--- src/rtl/sec_encoder_awe_52bits_clk_pkg.sv ---
// sec_awe_pkg: widths, Hamming position table, FSM states and
// codeword packing shared by the 52-bit AWE SEC encoder.
package sec_awe_pkg;

   localparam int DATA_W  = 52;
   localparam int CW_W    = 61;
   localparam int CHUNK_W = 13;
   localparam int PAR_W   = 6;
   localparam int N_CHUNK = DATA_W / CHUNK_W;

   typedef logic [PAR_W-1:0] pos_t;

   // 1-based Hamming position of each data bit: the
   // non-power-of-two positions 3..58 in ascending order.
   localparam pos_t DPOS [0:DATA_W-1] = '{
      6'd3,  6'd5,  6'd6,  6'd7,  6'd9,  6'd10, 6'd11,
      6'd12, 6'd13, 6'd14, 6'd15, 6'd17, 6'd18, 6'd19,
      6'd20, 6'd21, 6'd22, 6'd23, 6'd24, 6'd25, 6'd26,
      6'd27, 6'd28, 6'd29, 6'd30, 6'd31, 6'd33, 6'd34,
      6'd35, 6'd36, 6'd37, 6'd38, 6'd39, 6'd40, 6'd41,
      6'd42, 6'd43, 6'd44, 6'd45, 6'd46, 6'd47, 6'd48,
      6'd49, 6'd50, 6'd51, 6'd52, 6'd53, 6'd54, 6'd55,
      6'd56, 6'd57, 6'd58
   };

   typedef enum logic [1:0] {
      IDLE,
      ACCUM,
      DONE
   } state_t;

   // Scatter data and check bits into the codeword layout.
   function automatic logic [CW_W-1:0] build_cw(
      input logic [DATA_W-1:0] data,
      input logic [PAR_W-1:0]  par,
      input logic              ovr,
      input logic [1:0]        tag
   );
      logic [CW_W-1:0] cw;
      cw = '0;
      for (int i = 0; i < DATA_W; i++)
         cw[int'(DPOS[i]) - 1] = data[i];
      for (int j = 0; j < PAR_W; j++)
         cw[(1 << j) - 1] = par[j];
      cw[58]    = ovr;
      cw[60:59] = tag;
      return cw;
   endfunction

endpackage

--- src/rtl/sec_encoder_awe_52bits_clk_if.sv ---
// Word-in / codeword-out valid-ready bundle for the encoder.
// slave: encoder side; master: producer/consumer side.
interface sec_encoder_awe_52bits_clk_if;
   import sec_awe_pkg::*;

   logic              in_valid;
   logic              in_ready;
   logic [DATA_W-1:0] D;
   logic              out_valid;
   logic              out_ready;
   logic [CW_W-1:0]   W;

   modport slave (
      input  in_valid, D, out_ready,
      output in_ready, out_valid, W
   );

   modport master (
      output in_valid, D, out_ready,
      input  in_ready, out_valid, W
   );

endinterface

--- src/rtl/sec_encoder_awe_52bits_clk_chunk_parity.sv ---
// sec_chunk_parity: partial check vector and data parity of one
// 13-bit chunk. in: chunk, idx; out: pvec, cpar.
module sec_chunk_parity
   import sec_awe_pkg::*;
(
   input  logic [CHUNK_W-1:0] chunk,
   input  logic [1:0]         idx,
   output logic [PAR_W-1:0]   pvec,
   output logic               cpar
);

   // XOR of the positions of all set bits is exactly the
   // set of check bits those data bits contribute to.
   always_comb begin
      pvec = '0;
      for (int k = 0; k < CHUNK_W; k++) begin
         if (chunk[k])
            pvec = pvec ^ DPOS[int'(idx) * CHUNK_W + k];
      end
   end

   assign cpar = ^chunk;

endmodule

--- src/rtl/sec_encoder_awe_52bits_clk.sv ---
// Multi-cycle Hamming(58,52)+parity encoder with 2-bit tag.
// Ports: clk, rst (async high), bus (valid/ready in, codeword out).
module sec_encoder_awe_52bits_clk
   import sec_awe_pkg::*;
(
   input logic                          clk,
   input logic                          rst,
   sec_encoder_awe_52bits_clk_if.slave  bus
);

   state_t            state_q, state_d;
   logic [1:0]        cnt_q, cnt_d;
   logic [1:0]        tag_q, tag_d;
   logic [DATA_W-1:0] data_q, data_d;
   logic [PAR_W-1:0]  par_q, par_d;
   logic              ovr_q, ovr_d;
   logic [CW_W-1:0]   w_q, w_d;

   logic [CHUNK_W-1:0] chunk;
   logic [PAR_W-1:0]   pvec;
   logic               cpar;
   logic [PAR_W-1:0]   par_nx;
   logic               ovr_nx;

   assign chunk = data_q[cnt_q * CHUNK_W +: CHUNK_W];

   sec_chunk_parity u_chunk (
      .chunk (chunk),
      .idx   (cnt_q),
      .pvec  (pvec),
      .cpar  (cpar)
   );

   assign par_nx = par_q ^ pvec;
   assign ovr_nx = ovr_q ^ cpar;

   always_comb begin
      state_d = state_q;
      cnt_d   = cnt_q;
      tag_d   = tag_q;
      data_d  = data_q;
      par_d   = par_q;
      ovr_d   = ovr_q;
      w_d     = w_q;
      unique case (state_q)
         IDLE: begin
            if (bus.in_valid) begin
               data_d  = bus.D;
               par_d   = '0;
               ovr_d   = 1'b0;
               cnt_d   = 2'd0;
               state_d = ACCUM;
            end
         end
         ACCUM: begin
            par_d = par_nx;
            ovr_d = ovr_nx;
            cnt_d = cnt_q + 2'd1;
            if (cnt_q == 2'(N_CHUNK - 1)) begin
               // Overall parity also covers the check bits.
               ovr_d   = ovr_nx ^ (^par_nx);
               w_d     = build_cw(data_q, par_nx,
                                  ovr_d, tag_q);
               state_d = DONE;
            end
         end
         DONE: begin
            if (bus.out_ready) begin
               tag_d   = tag_q + 2'd1;
               state_d = IDLE;
            end
         end
         default: state_d = IDLE;
      endcase
   end

   always_ff @(posedge clk or posedge rst) begin
      if (rst) begin
         state_q <= IDLE;
         cnt_q   <= '0;
         tag_q   <= '0;
         data_q  <= '0;
         par_q   <= '0;
         ovr_q   <= 1'b0;
         w_q     <= '0;
      end else begin
         state_q <= state_d;
         cnt_q   <= cnt_d;
         tag_q   <= tag_d;
         data_q  <= data_d;
         par_q   <= par_d;
         ovr_q   <= ovr_d;
         w_q     <= w_d;
      end
   end

   assign bus.in_ready  = (state_q == IDLE);
   assign bus.out_valid = (state_q == DONE);
   assign bus.W         = w_q;

endmodule

--- src/flat_wrapper.sv ---
// flat-port wrapper written by rule: the top's interface ports become plain ports
module sec_encoder_awe_52bits_clk_flat import sec_awe_pkg::*;
  (clk, rst, bus_in_valid, bus_D, bus_out_ready, bus_in_ready, bus_out_valid, bus_W);
  sec_encoder_awe_52bits_clk_if bus_i ();
  input logic clk;
  input logic rst;
  input wire logic [$bits(bus_i.in_valid)-1:0] bus_in_valid;
  input wire logic [$bits(bus_i.D)-1:0] bus_D;
  input wire logic [$bits(bus_i.out_ready)-1:0] bus_out_ready;
  output wire logic [$bits(bus_i.in_ready)-1:0] bus_in_ready;
  output wire logic [$bits(bus_i.out_valid)-1:0] bus_out_valid;
  output wire logic [$bits(bus_i.W)-1:0] bus_W;
  assign bus_i.in_valid = bus_in_valid;
  assign bus_i.D = bus_D;
  assign bus_i.out_ready = bus_out_ready;
  assign bus_in_ready = bus_i.in_ready;
  assign bus_out_valid = bus_i.out_valid;
  assign bus_W = bus_i.W;
  sec_encoder_awe_52bits_clk u_core (.clk(clk), .rst(rst), .bus(bus_i));
endmodule
--- config.mk ---
export PLATFORM = sky130hd
export DESIGN_NAME = sec_encoder_awe_52bits_clk_flat
export DESIGN_NICKNAME = d
export VERILOG_FILES = /design/src/rtl/sec_encoder_awe_52bits_clk_pkg.sv /design/src/rtl/sec_encoder_awe_52bits_clk_if.sv /design/src/rtl/sec_encoder_awe_52bits_clk_chunk_parity.sv /design/src/rtl/sec_encoder_awe_52bits_clk.sv /design/src/flat_wrapper.sv
export SDC_FILE = /design/constraint.sdc
export NUM_CORES = 1
export LEC_CHECK = 0
export BUFFER_PORTS_ARGS = -buffer_cell sky130_fd_sc_hd__buf_4
export CORE_ASPECT_RATIO = 1.25
export CORE_UTILIZATION = 50
export DETAILED_ROUTE_END_ITERATION = 8
export GPL_ROUTABILITY_DRIVEN = 1
export GPL_TIMING_DRIVEN = 0
export PLACE_DENSITY = 0.73
export SETUP_SLACK_MARGIN = 0.15
export SYNTH_ARGS = -nofsm -noshare
export SYNTH_HDL_FRONTEND = slang
export SYNTH_SLANG_ARGS = --single-unit
--- constraint.sdc ---
create_clock -name clk -period 5.15 [get_ports clk]
set_clock_uncertainty 0.1 [all_clocks]
set_input_delay 0.515 -clock clk [delete_from_list [all_inputs] [get_ports clk]]
set_output_delay 0.515 -clock clk [all_outputs]
set_load 0.01 [all_outputs]
Word-level counts from Yosys, hierarchy flattened --
Memories as Yosys holds them, arrays and structs flattened. Cells that the tools add are included.
Cells by class: muxes and demuxes 50, multiply operators 2, reductions and logical operators 9, shifts and indexed selects 1, add/sub/neg operators 14, bitwise logic cells 28, order comparisons 13, equal/unequal tests 6
Operators by type and width (number):
- >= comparator 32 x 7 -> 1 bit (second input constant) | 13
- NOT 32 bit | 13
- 2-to-1 mux 6 bit | 40
- adder 32 x 5 -> 32 bit (second input constant) | 5
- adder 32 x 4 -> 32 bit (second input constant) | 4
- XOR 6 bit | 13
- adder 32 x 3 -> 32 bit (second input constant) | 2
- indexed part select 52 x 7 -> 13 bit | 1
- adder 32 x 2 -> 32 bit (second input constant) | 1
- parity 13 bit | 1
- multiplier 2 x 4 -> 6 bit (second input constant) | 2
- case mux 6 bit (2 select lines) | 1
- 2-to-1 mux 2 bit | 4
- AND reduction 2 bit | 4
- case mux 2 bit (3 select lines) | 1
- parity 6 bit | 1
- adder 2 x 1 -> 2 bit (second input constant) | 2
- equality test 2 bit (second input constant) | 2
- != test 2 bit (second input constant) | 2
- case mux 2 bit (2 select lines) | 1
- AND reduction 3 bit | 1
- equality test 2 x 1 -> 1 bit (second input constant) | 1
- logical NOT 2 bit | 1
- 2-to-1 mux 1 bit | 2
- other kinds (4) | 5
Word-level totals: memories 13, register bits after elaboration 126, memory bits (read-only) 4992, logic and storage cells 143, output and inout port bits 63, bits of input ports 56
Memory list:
- (no name shown) | depth 64, width 6, rd ports 1, clocked after Yosys merged registers in 0, write ports 0, RTL line sec_encoder_awe_52bits_clk_chunk_parity.sv:18 | pvec = pvec ^ DPOS[int'(idx) * CHUNK_W + k];
- (no name shown) | depth 64, width 6, rd ports 1, clocked after Yosys merged registers in 0, write ports 0, RTL line sec_encoder_awe_52bits_clk_chunk_parity.sv:18
- (no name shown) | depth 64, width 6, rd ports 1, clocked after Yosys merged registers in 0, write ports 0, RTL line sec_encoder_awe_52bits_clk_chunk_parity.sv:18
- (no name shown) | depth 64, width 6, rd ports 1, clocked after Yosys merged registers in 0, write ports 0, RTL line sec_encoder_awe_52bits_clk_chunk_parity.sv:18
- (no name shown) | depth 64, width 6, rd ports 1, clocked after Yosys merged registers in 0, write ports 0, RTL line sec_encoder_awe_52bits_clk_chunk_parity.sv:18
- (no name shown) | depth 64, width 6, rd ports 1, clocked after Yosys merged registers in 0, write ports 0, RTL line sec_encoder_awe_52bits_clk_chunk_parity.sv:18
- +7 memories

Logic depth before layout (Yosys ltp) --
depth after elaboration 35, mapped depth 16, depth with buffers taken out 13

Cells and area by module --
A second synthesis with hierarchy kept.
Unflattened totals: cell total of the unflattened synthesis 500, area total of the unflattened synthesis 6458.7 um^2
Modules (own cells, without submodules):
- sec_encoder_awe_52bits_clk | cells each 337, sequential area each 3153.0 um^2, times used 1, area an instance 5235.0 um^2
- sec_chunk_parity | cells each 163, sequential area each 0.0 um^2, times used 1, area an instance 1223.7 um^2

Least setup slack after synthesis --
OpenSTA, ideal clock, no wires.
path kind register -> register, start register u_core.cnt_q[0], end register u_core.ovr_q, path buffers 3, required time 4.973 ns, cell stages (with the launch flop) 17, setup time 0.077 ns, arrival time 4.003 ns, clock period less this slack 4.180 ns, slack 0.970 ns, cells stage by stage dfrtp_1 buf_2 buf_2 inv_1 ha_1 inv_1 ha_1 clkbuf_1 a21o_1 nand2_1 xnor3_1 xnor3_1 xnor3_1 xnor3_1 xnor3_1 xnor3_1 o21ai_1
Between the ends: longest elaborated chain between the ends 35, elaborated cells between the ends (all ways) 100, those cells by class add/sub: 12; mul: 2; eq/ne: 1; shift: 1; mux: 41; bitwise: 28; reduce/logical: 2; memory: 13
RTL lines:
- start: declaration | RTL line sec_encoder_awe_52bits_clk.sv:12 | logic [1:0] cnt_q, cnt_d;
- start signal: assignment | RTL line sec_encoder_awe_52bits_clk.sv:88 | cnt_q <= cnt_d;
- multiplier 2 x 4 -> 6 bit | RTL line sec_encoder_awe_52bits_clk_chunk_parity.sv:18, sec_encoder_awe_52bits_clk.sv:25
- adder 32 x 2 -> 32 bit / NOT 32 bit (equally long branches) | RTL line sec_encoder_awe_52bits_clk_chunk_parity.sv:18
- NOT 32 bit (implied by the code) / memory read (64 x 6 bit) (equally long branches)
- memory read (64 x 6 bit) / 2-to-1 mux 6 bit (equally long branches)
- 2-to-1 mux 6 bit (implied by the code) | RTL line sec_encoder_awe_52bits_clk_chunk_parity.sv:18
- 2-to-1 mux 6 bit, on equally long branches | RTL line sec_encoder_awe_52bits_clk_chunk_parity.sv:18, sec_encoder_awe_52bits_clk_chunk_parity.sv:17
- XOR 6 bit | RTL line sec_encoder_awe_52bits_clk_chunk_parity.sv:18
- 2-to-1 mux 6 bit | RTL line sec_encoder_awe_52bits_clk_chunk_parity.sv:17 | if (chunk[k])
- (+19 left out)
- 2-to-1 mux 6 bit | RTL line sec_encoder_awe_52bits_clk_chunk_parity.sv:17
- XOR 6 bit | RTL line sec_encoder_awe_52bits_clk_chunk_parity.sv:18
- 2-to-1 mux 6 bit | RTL line sec_encoder_awe_52bits_clk_chunk_parity.sv:17
- XOR 6 bit | RTL line sec_encoder_awe_52bits_clk.sv:34 | assign par_nx = par_q ^ pvec;
- parity 6 bit | RTL line sec_encoder_awe_52bits_clk.sv:61 | ovr_d = ovr_nx ^ (^par_nx);
- XOR 1 bit | RTL line sec_encoder_awe_52bits_clk.sv:61
- 2-to-1 mux 1 bit (*) | RTL line sec_encoder_awe_52bits_clk.sv:59 | if (cnt_q == 2'(N_CHUNK - 1)) begin
- case mux 1 bit (2 select lines) (*) | RTL line sec_encoder_awe_52bits_clk.sv:45 | unique case (state_q)
- end signal: assignment | RTL line sec_encoder_awe_52bits_clk.sv:92 | ovr_q <= ovr_d;
- end: declaration | RTL line sec_encoder_awe_52bits_clk.sv:16 | logic ovr_q, ovr_d;
Every way passes the cells marked *; elsewhere a longest branch is shown, timed or not. The select of a mux whose other input is x is not followed. A chain may end at the register's enable or synchronous reset.

Worst setup path after layout --
start register u_core.cnt_q[1], end register u_core.w_q[58], in the netlist u_core.bus.W[58]
Between the ends: longest elaborated chain between the ends 33, elaborated cells between the ends (all ways) 99, those cells by class add/sub: 12; mul: 2; eq/ne: 1; shift: 1; mux: 39; bitwise: 28; reduce/logical: 3; memory: 13
RTL lines:
- multiplier 2 x 4 -> 6 bit | RTL line sec_encoder_awe_52bits_clk_chunk_parity.sv:18, sec_encoder_awe_52bits_clk.sv:25
- adder 32 x 2 -> 32 bit / NOT 32 bit (equally long branches) | RTL line sec_encoder_awe_52bits_clk_chunk_parity.sv:18
- NOT 32 bit (implied by the code) / memory read (64 x 6 bit) (equally long branches)
- memory read (64 x 6 bit) / 2-to-1 mux 6 bit (equally long branches)
- 2-to-1 mux 6 bit (implied by the code) | RTL line sec_encoder_awe_52bits_clk_chunk_parity.sv:18
- 2-to-1 mux 6 bit, on equally long branches | RTL line sec_encoder_awe_52bits_clk_chunk_parity.sv:18, sec_encoder_awe_52bits_clk_chunk_parity.sv:17
- XOR 6 bit | RTL line sec_encoder_awe_52bits_clk_chunk_parity.sv:18
- 2-to-1 mux 6 bit | RTL line sec_encoder_awe_52bits_clk_chunk_parity.sv:17
- (+17 left out)
- 2-to-1 mux 6 bit | RTL line sec_encoder_awe_52bits_clk_chunk_parity.sv:17
- XOR 6 bit | RTL line sec_encoder_awe_52bits_clk_chunk_parity.sv:18
- 2-to-1 mux 6 bit | RTL line sec_encoder_awe_52bits_clk_chunk_parity.sv:17
- XOR 6 bit | RTL line sec_encoder_awe_52bits_clk_chunk_parity.sv:18
- 2-to-1 mux 6 bit | RTL line sec_encoder_awe_52bits_clk_chunk_parity.sv:17
- XOR 6 bit | RTL line sec_encoder_awe_52bits_clk.sv:34
- parity 6 bit | RTL line sec_encoder_awe_52bits_clk.sv:61
- XOR 1 bit | RTL line sec_encoder_awe_52bits_clk.sv:61
- end signal: assignment | RTL line sec_encoder_awe_52bits_clk.sv:93 | w_q <= w_d;
- end: declaration | RTL line sec_encoder_awe_52bits_clk.sv:17 | logic [CW_W-1:0] w_q, w_d;
Parallel ways exist; a longest one is shown, timed or not. The select of a mux whose other input is x is not followed.

==> summary.md <==
| Metric | Value |
|---|---|
| Proportion of layout cells with a drive suffix above 1 | `0.312` |
| Maxcap violations | `0` |
| Num CTS Buffers | `17` |
| Slowest stage delay, CP | `around 0.45 ns` |
| Final count of hold timing violations | `0` |
| Worst hold path class | `input port to async pin` |
| DPL Wire Length | `~13 mm` |
| Arrival time at the worst endpoint | `between 5 and 6 ns` |
| CP Cell Sequence | `ha_1 > clkbuf_1 > clkinvlp_4 > ha_1 > clkbuf_1 > a21o_1 > nand2_1 > xnor3_1 > xnor3_1 > xnor3_1 > xnor3_1 > xnor3_1 > xnor3_1 > o21ai_1` |
| Antenna violations before repair | `0` |
| Post-route ant nets | `0` |
| Die Ht | `around 130 um` |
| DRC viols | `0` |
| Post-route clock period utilization | `0.927` |
| Cells after Synth | `between 500 and 600` |
| Area taken by multi-input logic gates | `roughly 0.0031 mm^2` |
| RSZ-0062 raised after global routing | `no` |
| Synth warnings | `0` |
| Clock Sinks | `roughly 130` |
| 1st-pass router iterations | `4` |
| Post-synth ARST share | `1.00` |
| First-pass GRT wire length | `between 20 and 30 mm` |
| Largest net degree at the start of global routing | `80` |
| CP max-delay cell | `xnor3_1` |
| Final Routed Wirelength | `roughly 17 mm` |
| Seq. cell area | `0.00315 mm^2` |
| Slew @ Worst Pin | `between 0.7 and 0.8 ns` |
| Post-synth EDFFs | `0` |
| Commonest cells in the netlist | `180 x nand2_1, 126 x dfrtp_1, 54 x mux2_2` |
| Final-layout fill cell count | `a little under 1,000` |
| Synth top area cells | `dfrtp_1 49%, nand2_1 10%, mux2_2 9.4%` |
| Yosys top cell by area | `dfrtp_1` |
| Top-area cell type share of the netlist area | `0.488` |
| Fmax | `209 MHz` |
| Yosys reg bits | `~130` |
| Top Family by Delay on Critical Path | `XOR/XNOR gates` |
| Starting Density | `0.510` |
| Die ar. | `roughly 0.013 mm^2` |
| Die width | `104 um` |
| H-tree levels | `4` |
| DR WL/cell | `roughly 18 um` |
| Port bufs | `roughly 120` |
| Tmin final | `between 4 and 5 ns` |
| Dpl ws | `approximately 0.43 ns` |
| Slew HR | `0.512` |
| Clock root cell | `clkbuf_16` |
| Clk Latency, worst-skew pair | `around 0.41 ns` |
| Post-CTS Hold Buffers | `0` |
| Vias/cell | `5.38` |
| Most used cell, CP | `xnor3_1` |
| Critical Path RT | `approximately 5.4 ns` |
| Count of cell types in the netlist | `44` |
| Slew Limit Fails | `0` |
| Via Count | `just under 5,000` |
| Num ports | `119` |
| Total core area | `0.0127 mm^2` |
| Most frequent cell after synthesis | `nand2_1` |
| Mapped Area | `approximately 0.0065 mm^2` |
| Commonest register cell after synthesis | `dfrtp_1` |
| Gr ovfl total | `0` |
| Syn-to-layout area delta | `26.0%` |
| PnR worst setup slack | `about 0.37 ns` |
| CP startpoint kind | `register` |
| Seq/Total Area, Yosys | `0.488` |
| Setup Fix Bufs, Post-CTS | `0` |
| WS Path Type | `register to register` |
| Mean post-synth cell area | `10.9 um^2` |
| Buf/Inv on CP | `3` |
| ANT cells | `0` |
| Cell row count | `between 40 and 50` |
| Synth Net Count | `approximately 660` |
| CTS tree | `done` |
| Clock transition at path regs | `0.06 ns` |
| CP Capture Type | `register` |
| CTS max path bufs | `2` |
| Status | `complete, no violations` |
| Final setup vio count | `0` |
| Nets@finish | `approximately 800` |
| GRT Util Overall | `0.261` |
| GPL Wtd Cong | `0.882` |
| Initial DRC Count | `258` |
| Crit-path max FO | `10` |
| Number of global-route vias before repair | `5,039` |
-- cell type report --
cell class	count	share of cell area
clock buffers	20	0.0549
clock inverters	10	0.0112
flip-flops and latches	126	0.387
repair buffers	119	0.112
well taps	168	0.0258
plain buffers	30	0.0177
inverters	11	0.00661
multi-input cells	425	0.384
-- cells in the final DEF (no fill, tap or decap), types with 3 or more instances in the layout --
master / instances
nand2_1: 180
dfrtp_1: 126
buf_4: 118
mux2_2: 54
xnor2_1: 41
clkbuf_1: 28
o21ai_0: 20
nor2_1: 17
mux4_2: 17
clkbuf_16: 17
xor2_1: 16
nand3_1: 13
xnor3_1: 9
ha_1: 9
inv_1: 7
a21oi_1: 6
o21ai_1: 5
clkinvlp_4: 4
mux2i_1: 4
clkinv_2: 4
o211ai_1: 3
a22oi_1: 3
-- per-stage QoR --
stage	hold slack (ns)	setup TNS (ns)	std cells	utilization	instance area, um^2
2_1_floorplan	0.342	0	592	-	6460
3_3_place_gp	0.356	-5.13	878	0.597	7550
3_5_place_dp	0.371	0	879	0.599	7590
4_1_cts	0.0323	0	909	0.642	8130
5_1_grt	0.0542	0	909	0.643	8140
6_report	0.0268	0	909	0.643	8140
-- timing repair --
item                                    CTS  global route
endpoints found under the setup margin    0             2
endpoints found under the hold margin     0             0
resized for setup                         0             4
-- logic make-up (layout without fill, tap and decap cells) --
logic type | after synthesis | count (layout) | share of synthesized area
xor gates and xnor gates | 72 | 72 | 0.127
muxes | 75 | 75 | 0.160
DFF | 126 | 126 | 0.488
and+or+nand+nor | 223 | 223 | 0.137
buffers and inverters | 41 | 190 | 0.0279
adders and majority gates | 9 | 9 | 0.0174
AOI/OAI and AO/OA | 46 | 46 | 0.0420
-- flip-flops by register name, summed over array words and instances (netlist names) --
register        cells
u_core.state_q      2
u_core.ovr_q        1
u_core.data_q      52
u_core.bus.W       61
u_core.tag_q        2
u_core.cnt_q        2
u_core.par_q        6
-- path summary, 6_finish.rpt --
check / from / to / slack (ns) / depth (start not counted)
setup reg to reg: u_core.cnt_q[1] / u_core.bus.W[58] / 0.37 / 14
setup / recovery: u_core.cnt_q[1] / u_core.bus.W[58] / 0.37 / 14
max in group asynchronous: rst / u_core.data_q[46] / 4.20 / 3
hold reg to reg: u_core.tag_q[1] / u_core.tag_q[1] / 0.38 / 1
hold / removal: rst / u_core.bus.W[19] / 0.03 / 2
min in group clk: bus_D[19] / u_core.data_q[19] / 0.20 / 3
-- routing by layer --
| layer | vias to the layer above | routed length (um) | GRT usage |
|---|---|---|---|
| met3 | 33 | 753 | 0.0639 |
| met4 | 0 | 608 | 0.120 |
| li1 | 2247 | - | - |
| met2 | 146 | 8920 | 0.469 |
| met1 | 2461 | 6440 | 0.296 |
| met5 | - | 0 | 0 |
Power is not shown: default switching activity piles up to over one toggle a cycle in this logic, so the estimate is an artifact.
